`src/rtl/bcd_to_bin.sv`:
```
// bcd_to_bin: three-digit BCD to 10-bit binary converter.
// Iterative reverse double-dabble, one shift/correct step per clock.
module bcd_to_bin (
    input  logic       clk,
    input  logic       rst,
    input  logic       start,
    input  logic [3:0] hundreds,
    input  logic [3:0] tens,
    input  logic [3:0] ones,
    output logic [9:0] number,
    output logic       busy,
    output logic       done,
    output logic       error
);

    localparam logic [0:0] IDLE  = 1'b0;
    localparam logic [0:0] SHIFT = 1'b1;

    logic [0:0]  state;
    logic [3:0]  cnt;
    logic [21:0] work;
    logic [21:0] shifted;
    logic [21:0] stepped;
    logic        err_pending;
    logic        bad_digit;

    assign bad_digit = (hundreds > 4'd9) || (tens > 4'd9) || (ones > 4'd9);

    // Shift first, then pull 3 out of any BCD field that landed at 8 or above.
    always_comb begin
        shifted = {1'b0, work[21:1]};
        stepped = shifted;
        if (shifted[21:18] >= 4'd8) stepped[21:18] = shifted[21:18] - 4'd3;
        if (shifted[17:14] >= 4'd8) stepped[17:14] = shifted[17:14] - 4'd3;
        if (shifted[13:10] >= 4'd8) stepped[13:10] = shifted[13:10] - 4'd3;
    end

    always_ff @(posedge clk) begin
        if (rst) begin
            state       <= IDLE;
            cnt         <= 4'd0;
            work        <= 22'd0;
            err_pending <= 1'b0;
            number      <= 10'd0;
            busy        <= 1'b0;
            done        <= 1'b0;
            error       <= 1'b0;
        end else begin
            done <= 1'b0;
            case (state)
                IDLE: begin
                    if (start) begin
                        work        <= {hundreds, tens, ones, 10'd0};
                        err_pending <= bad_digit;
                        cnt         <= 4'd0;
                        busy        <= 1'b1;
                        state       <= SHIFT;
                    end
                end
                SHIFT: begin
                    work <= stepped;
                    cnt  <= cnt + 4'd1;
                    if (cnt == 4'd9) begin
                        number <= err_pending ? 10'd0 : stepped[9:0];
                        error  <= err_pending;
                        done   <= 1'b1;
                        busy   <= 1'b0;
                        state  <= IDLE;
                    end
                end
                default: state <= IDLE;
            endcase
        end
    end

endmodule

```
`config.mk`:
```
export PLATFORM = sky130hd
export DESIGN_NAME = bcd_to_bin
export DESIGN_NICKNAME = d
export VERILOG_FILES = /design/src/rtl/bcd_to_bin.sv
export SDC_FILE = /design/constraint.sdc
export NUM_CORES = 1
export LEC_CHECK = 0
export ABC_AREA = 1
export CAP_MARGIN = 20
export CORE_UTILIZATION = 30
export CTS_CLUSTER_DIAMETER = 200
export DETAILED_ROUTE_END_ITERATION = 7
export PLACE_DENSITY = 0.6
export SYNTH_ARGS = -nofsm -noshare
export SYNTH_HDL_FRONTEND = slang
export SYNTH_SLANG_ARGS = --single-unit
```
`constraint.sdc`:
```
create_clock -name clk -period 1.3 [get_ports clk]
set_clock_uncertainty 0.15 [all_clocks]
set_input_delay 0.13 -clock clk [delete_from_list [all_inputs] [get_ports clk]]
set_output_delay 0.13 -clock clk [all_outputs]
set_load 0.03 [all_outputs]
```
==> results list, run 1 <==
- Required time at the worst-slack endpoint: 1380 ps
- Gpl congestion: 0.743
* Transition time at the pin with the least slew margin: 459 ps
- Commonest non-fill, non-tap cell in the layout: nand2_1
- Among cell families on the critical path, the largest total delay comes from simple AND/OR/NAND/NOR gates.
- Hold_ws: 281 ps
* Class of the worst hold path: input pin to register
- Antenna violations before repair: 0
- Cell total after placement: 390
- The sequential cells in the finished layout cover a total of 807 um^2.
- In the routed design, unresolved DRC markers number 0.
- Total area of multi-input combinational cells: 908 um^2
* Outcome: completed
- Crit-path max FO: 10
* Number of buffers created by CTS: 5
- The number of failing hold endpoints at the final stage is 0.
- For the worst setup path, the data arrival time is 1370 ps.
- After synthesis, flip-flops and latches occupy 43.3% of the total area.
- Buf/Inv on CP: 2
- Setup total negative slack on the finished layout was measured at 0 ps.
- Diode count: 0
- In this run, distinct cell masters in the synthesized netlist total 18.
- For this block, the initial DRC count from the detailed router was 101.
- The clock passes through at most 2 buffers.
- All-layer global routing usage: 13.7%
* Max IR drop VDD: 0.325 mV
* Post-synthesis net count: 296
* Wire length of the first global-routing pass: 6.89 mm
- Number of global-route vias before repair: 1,556
- Die boundary width: 80.5 um
- Clock tree synthesis selected as its root buffer the cell clkbuf_8.
- Relative slew slack: 69.1%
- Total core area: 5920 um^2
* Critical path start-end classification: register to register
* Top-level port count: 28
- Most frequent CP cell: buf_12
- Buffers placed on the I/O ports in this run total 27.
* Static Leak: 0.00114 uW
- Final setup violation count: 0
- Post-Route WL: 4.22 mm
- Maximum number of pins on one net before global-route repair: 20
* Final cell count without fillers: 402
- In the final routed layout, each cell accounts on average for 10.5 um.
* Total Die Area: 6480 um^2
- HPWL after detailed placement: 3.00 mm
* Final period util: 99.2%
* GRT overflow: 0
- Most frequent cells in the layout: 97 x nand2_1, 35 x dfxtp_1, 30 x inv_1
* Clock input transition at the sequential cells of the worst setup and hold paths: 80 ps
- Cell-by-cell trace of the critical path: buf_12 > nand4_4 > nor2_4 > buf_12 > nand2_2 > nand2_1
- In the final layout, the share of cells above drive strength 1 is 20.2%.
- Clock Latency Late Sink: 290 ps
- For this design the ratio of total power to cell area is 951 nW/um^2.
- Max H-tree Level: 2
* Placement Rows: 28
- STA classifies the critical path startpoint as a register.
- Clock tree sinks: 40
* Number of iterations in the first detailed-routing pass: 4
- Critical path capture point type: register
- Post-synthesis to final-layout area growth: 36.8%
- The largest individual stage delay along the critical path comes from the cell dfxtp_2.
- Dividing the detail-routed via count by the number of cells gives 4.33.
- FMAX: 776 MHz
- Syn Std Cell Area: 1850 um^2
* Number of hold-repair buffers added at the cts stage: 0
- The largest single stage delay on the critical path is 360 ps.
- The worst path needs 1290 ps of the cycle, external delays included.
- Detail Route Antenna Nets: 0
- Vias: 1,742
- Total number of nets in the final design: 348
* Starting density of the core: 31.2%
* Yosys synthesis warning count: 0
- Max Cap Violations: 0
- From bottom edge to top edge, the die measures 80.5 um.
* Avg Cell Area, Syn: 6.72 um^2
* Register bit count reported by yosys: 40
- Fillcell total: 628
* TritonCTS clock tree: done
* Total count of max-transition violations in the final report: 0
- Setup repair after global routing missed its margin: yes
- After technology mapping, the gate count stands at 275.
[cell usage after synthesis, drive strengths merged]
cell type  number  area [um^2]
inv            32          120
nand4           1         21.3
nor3b           1         7.51
buf             9         53.8
nor2           33          131
a21oi          18         90.1
ha              6         75.1
or2             1         6.26
clkbuf          3         11.3
nand3          23          115
nand2          99          372
nor3            1         5.00
o21ai           8         40.0
dfxtp          40          801
[path summary, 6_finish.rpt]
check	from	to	slack, ps	cells past startpoint
setup / recovery	state	error	10	6
hold / removal	hundreds[3]	work[21]	280	3
setup reg to reg	state	error	10	6
hold reg to reg	work[1]	work[1]	320	2
[stage by stage]
step	area (um^2)	worst slack (ps)	util, %	power (uW)
2_1_floorplan	1850	52.9	-	1480
3_3_place_gp	2370	-125	40.1	1650
3_5_place_dp	2370	-159	40.1	1650
4_1_cts	2470	-6.90	41.7	2420
5_1_grt	2530	-46.0	42.7	2530
6_report	2530	11.0	42.7	2410
[flip-flops by register name, summed over array words and instances, names as in the netlist]
register and cells:
done 1, work 21, cnt 4, err_pending 1
busy 1, error 1, state 1, number 10
[layout make-up]
class                           instances  share of cell area, %
Timing Repair Buffer                   57                   20.7
Tap cell                               75                   3.71
Sequential cell                        40                   31.9
Multi-Input combinational cell        191                   35.9
Clock buffer                            6                   2.87
Inverter                               32                   4.75
Clock inverter                          1                  0.198
[per-layer routing]
layer / vias up / track usage (%) / part of all wire (%) / wire, um
li1: 946 / - / - / -
met5: - / 0 / 0 / 0
met4: 0 / 5.36 / 1.6 / 68
met1: 769 / 17.0 / 49 / 2070
met2: 21 / 22.9 / 47 / 1980
met3: 6 / 3.07 / 2.4 / 102
[kinds of logic after synthesis]
family | Yosys count | synth area share, %
AO/OA/AOI/OAI | 26 | 7.04
AND/OR/NAND/NOR | 159 | 35.6
buffers and inverters | 44 | 10.0
flip-flops | 40 | 43.3
adder cells (fa/ha/maj) | 6 | 4.06
[timing repair]
item                       CTS  global route
gates resized for setup     18            22
buffers inserted             1             3
setup endpoints to repair   19            33
pin swaps                    0             4
cloned                       0             1
[power by group]
part / internal (uW) / switching (uW)
registers: 1260 / 37.0
logic: 174 / 172
clock network: 365 / 396
total: 1800 / 605
[worst reg2reg max path: stages, from the launching register on]
cell	delay (ps)
dfxtp_2	360
buf_12	140
nand4_4	120
nor2_4	200
buf_12	140
nand2_2	40
nand2_1	80
(Power assumes the default switching activity.)
==> inputs of run 2 (changes only) <==
Settings changed: CTS_CLUSTER_SIZE set to 24, REMOVE_ABC_BUFFERS set to 1.
==> results list, run 2 (synthesis gave the netlist of run 1 again) <==
* Outcome: complete, but fails checks
* Violated checks: setup timing
* Final core area utilization: 44.9% (+2.1 points)
- The number of port buffers was 27 (unchanged).
- The final wirelength came to 4.34 mm (+2.9%).
- The maximum fanout along the worst path is 6 (-4).
- The cell total after placement was 391 (+0.26%).
- The global-route wire length before repair came to 7.17 mm (+4.1%).
- In the layout the commonest cells are 91 x nand2_1, 36 x dfxtp_1, 34 x buf_4.
- Final period util: 100% (+1.1 points)
- Final cell count without fillers: 406 (+1.0%)
* Diode count: 0 (unchanged)
- Tmin final: 1300 ps (+14.2 ps)
* Top register by number of flip-flops: work
- The number of antenna violations at the first check in global routing came to 0 (unchanged).
* Height of the die: 80.5 um (unchanged)
- The chip width came to 80.5 um (unchanged).
- Maximum number of pins on one net before global-route repair: 20 (unchanged)
- The share of cells above drive strength 1 came to 24.2% (+4.0 points).
- The sink count of the clock tree came to 40 (unchanged).
- FMAX: 767 MHz (-1.1%)
* HPWL after detailed placement: 3.01 mm (+0.17%)
* Max IR drop VDD: 0.379 mV (+16%)
* Data arrival time of the critical path: 1380 ps (about the same)
- The standby leakage power came to 0.00119 uW (+4.3%).
* Post-synthesis to final-layout area growth: 43.6%
- Starting density of the core: 31.2% (unchanged)
- Power density relative to cell area: 962 nW/um^2 (+1.2%)
* Total Die Area: 6480 um^2 (unchanged)
* Max H-tree Level: 2 (unchanged)
- The remaining number of nets flagged by the antenna check after routing came to 0 (unchanged).
* Largest register FFs: 21 (unchanged)
- The number of nets in the layout is 351 (+0.86%).
- Number of buffers created by CTS: 5 (unchanged)
* GRT overflow: 0 (unchanged)
- Registers with the highest flip-flop counts: work (21), number (10), cnt (4)
- Clock input transition at the sequential cells of the worst setup and hold paths: 70 ps (about the same)
- The clock insertion delay at the later pin of the skew report was 300 ps (about the same).
- Number of iterations in the first detailed-routing pass: 4 (unchanged)
* Startpoint type of the worst setup path: register
* Total core area: 5920 um^2 (unchanged)
- Max Buffers Root-to-Sink: 2 (unchanged)
- Critical path capture point type: register
* Setup repair after global routing missed its margin: yes
- TritonCTS built the clock tree.
* All-layer global routing usage: 14.3% (+0.55 points)
- Top-level port count: 28 (unchanged)
* Relative slew slack: 79.8% (+11 points)
* Total count of max-transition violations in the final report: 0 (unchanged)
- Routed len/inst: 10.7 um (+1.9%)
- Final setup violation count: 2 (+2)
* Setup ws final: -3.20 ps (-14.2 ps)
* Vias: 1,772 (+1.7%)
* Fin Setup TNS: -5.67 ps (-5.67 ps)
- The critical path is of the register to register type.
* Commonest non-fill, non-tap cell in the layout: nand2_1
- Required time at the worst-slack endpoint: 1380 ps (about the same)
- DR iter-0 viols: 77 (-24%)
* Placement Rows: 28 (unchanged)
- Transition time at the pin with the least slew margin: 300 ps (-159 ps)
- Class of the worst hold path: input pin to register
* Number of hold-repair buffers added at the cts stage: 0 (unchanged)
- The number of design rule violations left after detail routing was 0 (unchanged).
- The tree is rooted in a clkbuf_8.
- The weighted congestion reported at the end of routability-driven placement came to 0.747 (+0.55%).
- Number of hold-slack violations in the final timing report: 0 (unchanged)
- The via-per-instance ratio came to 4.36 (+0.72%).
- The max capacitance violation total is 0 (unchanged).
- The number of global-route vias before repair came to 1,605 (+3.1%).
## run 2: changes by cell type in the layout (fill, tap and decap cells not counted), moves of 2 or more
cell and delta:
nand2_1 -6, a21oi_1 -5, a21oi_2 +5, buf_4 +5
clkbuf_2 -5, nand2_2 +5, buf_6 +3, dfxtp_2 -3
clkbuf_16 +2, dfxtp_4 +2, nor2_2 -2
## run 2: repair_timing
item | CTS | global route
gates resized for setup | 5 | 32
setup endpoints to repair | 8 | 30
buffers inserted | 0 | 4
gates cloned | 0 | 3
pin swaps | 0 | 9
## run 2: worst max-delay path: stages, from the launching register on
cell and delay [ps]:
dfxtp_4 360, buf_12 130, nor2_4 170, clkbuf_16 180, buf_6 90, nand2_2 40, a21oi_2 120
## run 2: path summary, 6_finish.rpt
kind / start / to / slack, ps / cells past startpoint
worst min register to register: number[5] / number[5] / 320 / 2
worst max register to register: state / work[2] / -3 / 6
worst max-delay path: state / work[2] / -3 / 6
worst min-delay path: hundreds[3] / work[21] / 270 / 3
## run 2: layout make-up
| class | instances | area [um^2] |
|---|---|---|
| flip-flops and latches | 40 | 811 |
| multi-input cells | 191 | 950 |
| repair buffers | 60 | 589 |
| fillers | 588 | 3260 |
| clock buffers | 6 | 82.6 |
| inverters | 32 | 120 |
| well taps | 75 | 93.8 |
| clock inverters | 2 | 10.0 |
## run 2: stage by stage
stage	hold WS [ps]	power (uW)	worst slack (ps)	area (um^2)
floorplan	49.1	1460	-418	1780
global placement	299	1650	-181	2350
detailed placement	306	1650	-202	2350
CTS	261	2510	4.34	2450
global route	302	2680	-53.5	2660
finish	268	2560	-3.20	2660
## run 2: metal layers
layer	routed length [um]	track usage, %	share of wire [%]
met5	0	0	0
met3	116	3.41	2.7
met2	2030	23.1	47
met1	2130	18.4	49
met4	68	4.82	1.6
## run 2: where the power goes
group          switching [uW]  total, uW  internal (uW)
registers                31.5       1290           1260
logic                     198        405            207
clock network             437        860            424
==> inputs of run 3 (changes only) <==
Settings changed: GPL_TIMING_DRIVEN set to 0.
==> results list, run 3 (synthesis gave the netlist of run 1 again) <==
- The initial standard-cell utilization of the core is 31.2% (unchanged).
- The max capacitance violation total came to 0 (unchanged).
* Buffer cell driving the clock tree root: clkbuf_8
- Clock tree sinks: 40 (unchanged)
- Vias per cell: 4.42 (+1.2%)
- Post-synthesis to final-layout area growth: 28.8%
- CP startpoint: state
- The net switching share of the total power was 26.5% (+0.41 points).
- The maximum number of pins on one net before global-route repair came to 25 (+25%).
- Diode count: 0 (unchanged)
- Power density relative to cell area: 1040 nW/um^2 (+7.8%)
* Static Leak: 0.00103 uW (-13%)
* Total Die Area: 6480 um^2 (unchanged)
- In the layout the commonest cells are 99 x nand2_1, 33 x dfxtp_1, 30 x nor2_1.
* Clock Latency Late Sink: 290 ps (about the same)
* Cell total after placement: 365 (-6.6%)
- The final cell count without fillers is 387 (-4.7%).
* Wire length of the first global-routing pass: 6.72 mm (-6.3%)
- The proportion of power drawn by combinational gates was 11.6% (-4.2 points).
* R2R cell count: 4 (-2)
- The tightest hold margin was 161 ps (-107 ps).
* Number of global-route vias before repair: 1,596 (-0.56%)
- Max H-tree Level: 2 (unchanged)
* Max Buffers Root-to-Sink: 2 (unchanged)
- The worst-case vdd ir drop was 0.369 mV (-2.6%).
- Detail Route Antenna Nets: 0 (unchanged)
- Startpoint of the most critical register-to-register path: state
- The number of failing hold endpoints at the final stage was 0 (unchanged).
* Setup repair after global routing missed its margin: yes
* Antenna violations before repair: 0 (unchanged)
* Number of buffers created by CTS: 5 (unchanged)
* Crit-path max FO: 13 (+7)
* Placement Rows: 28 (unchanged)
- Number of buffers inserted by port buffering: 27 (unchanged)
- The global-route usage over all layers came to 13.6% (-0.65 points).
- The share of cells above drive strength 1 came to 17.0% (-7.2 points).
- The post-route total power came to 2470 uW (-3.3%).
* Vias: 1,710 (-3.5%)
* Outcome: completed
- Seq pwr share: 53.0% (+2.5 points)
* HPWL after detailed placement: 2.49 mm (-17%)
- The final worst slack is 21.7 ps (+24.9 ps).
- The maximum clock frequency came to 782 MHz (+1.9%).
- Total count of max-transition violations in the final report: 0 (unchanged)
- The number of design-rule violations left by the first detailed-router iteration was 100 (+30%).
- The worst setup path is captured at a register.
- GRT overflow: 0 (unchanged)
- The pre-CTS worst setup slack is -1140 ps (-943 ps).
- Number of iterations in the first detailed-routing pass: 4 (unchanged)
- The number of flip-flops in the largest register is 21 (unchanged).
* Commonest non-fill, non-tap cell in the layout: nand2_1
- The worst max-slew margin expressed relative to the limit is 62.2% (-18 points).
* Setup crit end: work[4]
* Clock input transition at the sequential cells of the worst setup and hold paths: 80 ps (about the same)
- Top-level port count: 28 (unchanged)
* Critical R2R Capture: work[4]
- TritonCTS built the clock tree.
* Routed len/inst: 10.6 um (-1.3%)
- Height of the die: 80.5 um (unchanged)
- Required time at the worst-slack endpoint: 1360 ps (-20 ps)
- Net switching power: 654 uW (-1.8%)
- FF-to-FF setup slack: 20 ps (+20 ps)
- The share of power burned in the clock network came to 35.4% (+1.7 points).
- Transition time at the pin with the least slew margin: 567 ps (+267 ps)
- Fin Setup TNS: 0 ps (+5.67 ps)
- Final setup violation count: 0 (-2)
* Critical path start-end classification: register to register
* Total core area: 5920 um^2 (unchanged)
- Registers with the highest flip-flop counts: work (21), number (10), cnt (4)
- The share of the clock period used by the worst path is 98.3% (-1.9 points).
- The post-cts hold buffer count is 0 (unchanged).
- The time the worst path needs with I/O delays and setup came to 1280 ps (-24.9 ps).
* Total number of nets in the final design: 332 (-5.4%)
- The register with the most flip-flops in the final layout is work.
- The worst setup path is launched from a register.
- Detailed-route DRC error count: 0 (unchanged)
- The weighted congestion reported at the end of routability-driven placement came to 0.737 (-1.4%).
- The internal power of the cells is 1820 uW (-3.9%).
- The critical path data arrival time is 1340 ps (-40 ps).
- The chip width is 80.5 um (unchanged).
* Post-Route WL: 4.09 mm (-5.9%)
- Class of the worst hold path: input pin to register
==> run 3: cell count changes in the layout (fill, tap and decap cells not counted), moves of 7 or more <==
cell / previous run / this run
buf_4: 34 / 9
clkbuf_2: 1 / 12
a21oi_1: 9 / 18
a21oi_2: 9 / 0
nand2_1: 91 / 99
nand2_2: 7 / 0
==> run 3: layout make-up <==
class / instances / area [um^2]
Sequential cell: 40 / 820
Inverter: 32 / 124
Tap cell: 75 / 93.8
Multi-Input combinational cell: 193 / 931
Timing Repair Buffer: 39 / 315
Clock inverter: 2 / 15.0
Clock buffer: 6 / 82.6
Fill cell: 636 / 3540
==> run 3: repair_timing <==
action	CTS	global route
cloned	2	0
setup buffers	5	7
setup endpoints to repair	53	40
gates resized for setup	45	25
pin swaps	3	8
==> run 3: worst min-delay path by stage <==
stage | start | to | slack [ps] | cells after the start
floorplan | rst | cnt[1] | 50 | 1
global placement | cnt[2] | cnt[2] | 300 | 2
finish | rst | work[17] | 160 | 2
detailed placement | cnt[2] | cnt[2] | 310 | 2
global route | rst | work[11] | 200 | 2
CTS | hundreds[3] | work[21] | 280 | 3
==> run 3: metal layers <==
layer | routed length [um] | global-route usage [%]
met3 | 129 | 2.73
met1 | 1930 | 15.2
met5 | 0 | 0
met2 | 1980 | 24.5
met4 | 43 | 6.43
==> run 3: through the flow <==
stage	util (%)	cell area, um^2
2_1_floorplan	-	1780
6_report	40.2	2380
3_5_place_dp	36.3	2150
4_1_cts	39.5	2340
3_3_place_gp	36.3	2150
5_1_grt	40.2	2380
==> run 3: power groups by stage <==
stage               Clock (uW)  Combinational [uW]  Sequential [uW]
floorplan                    0                 123             1330
global placement             0                 219             1350
detailed placement           0                 224             1350
CTS                        890                 249             1310
global route               960                 322             1320
finish                     875                 286             1310
==> run 3: worst max-delay path: stages, from the launching register on <==
cell     delay, ps
dfxtp_4        420
buf_4          160
nor2_4         230
nand2_1         90
a21oi_1        150
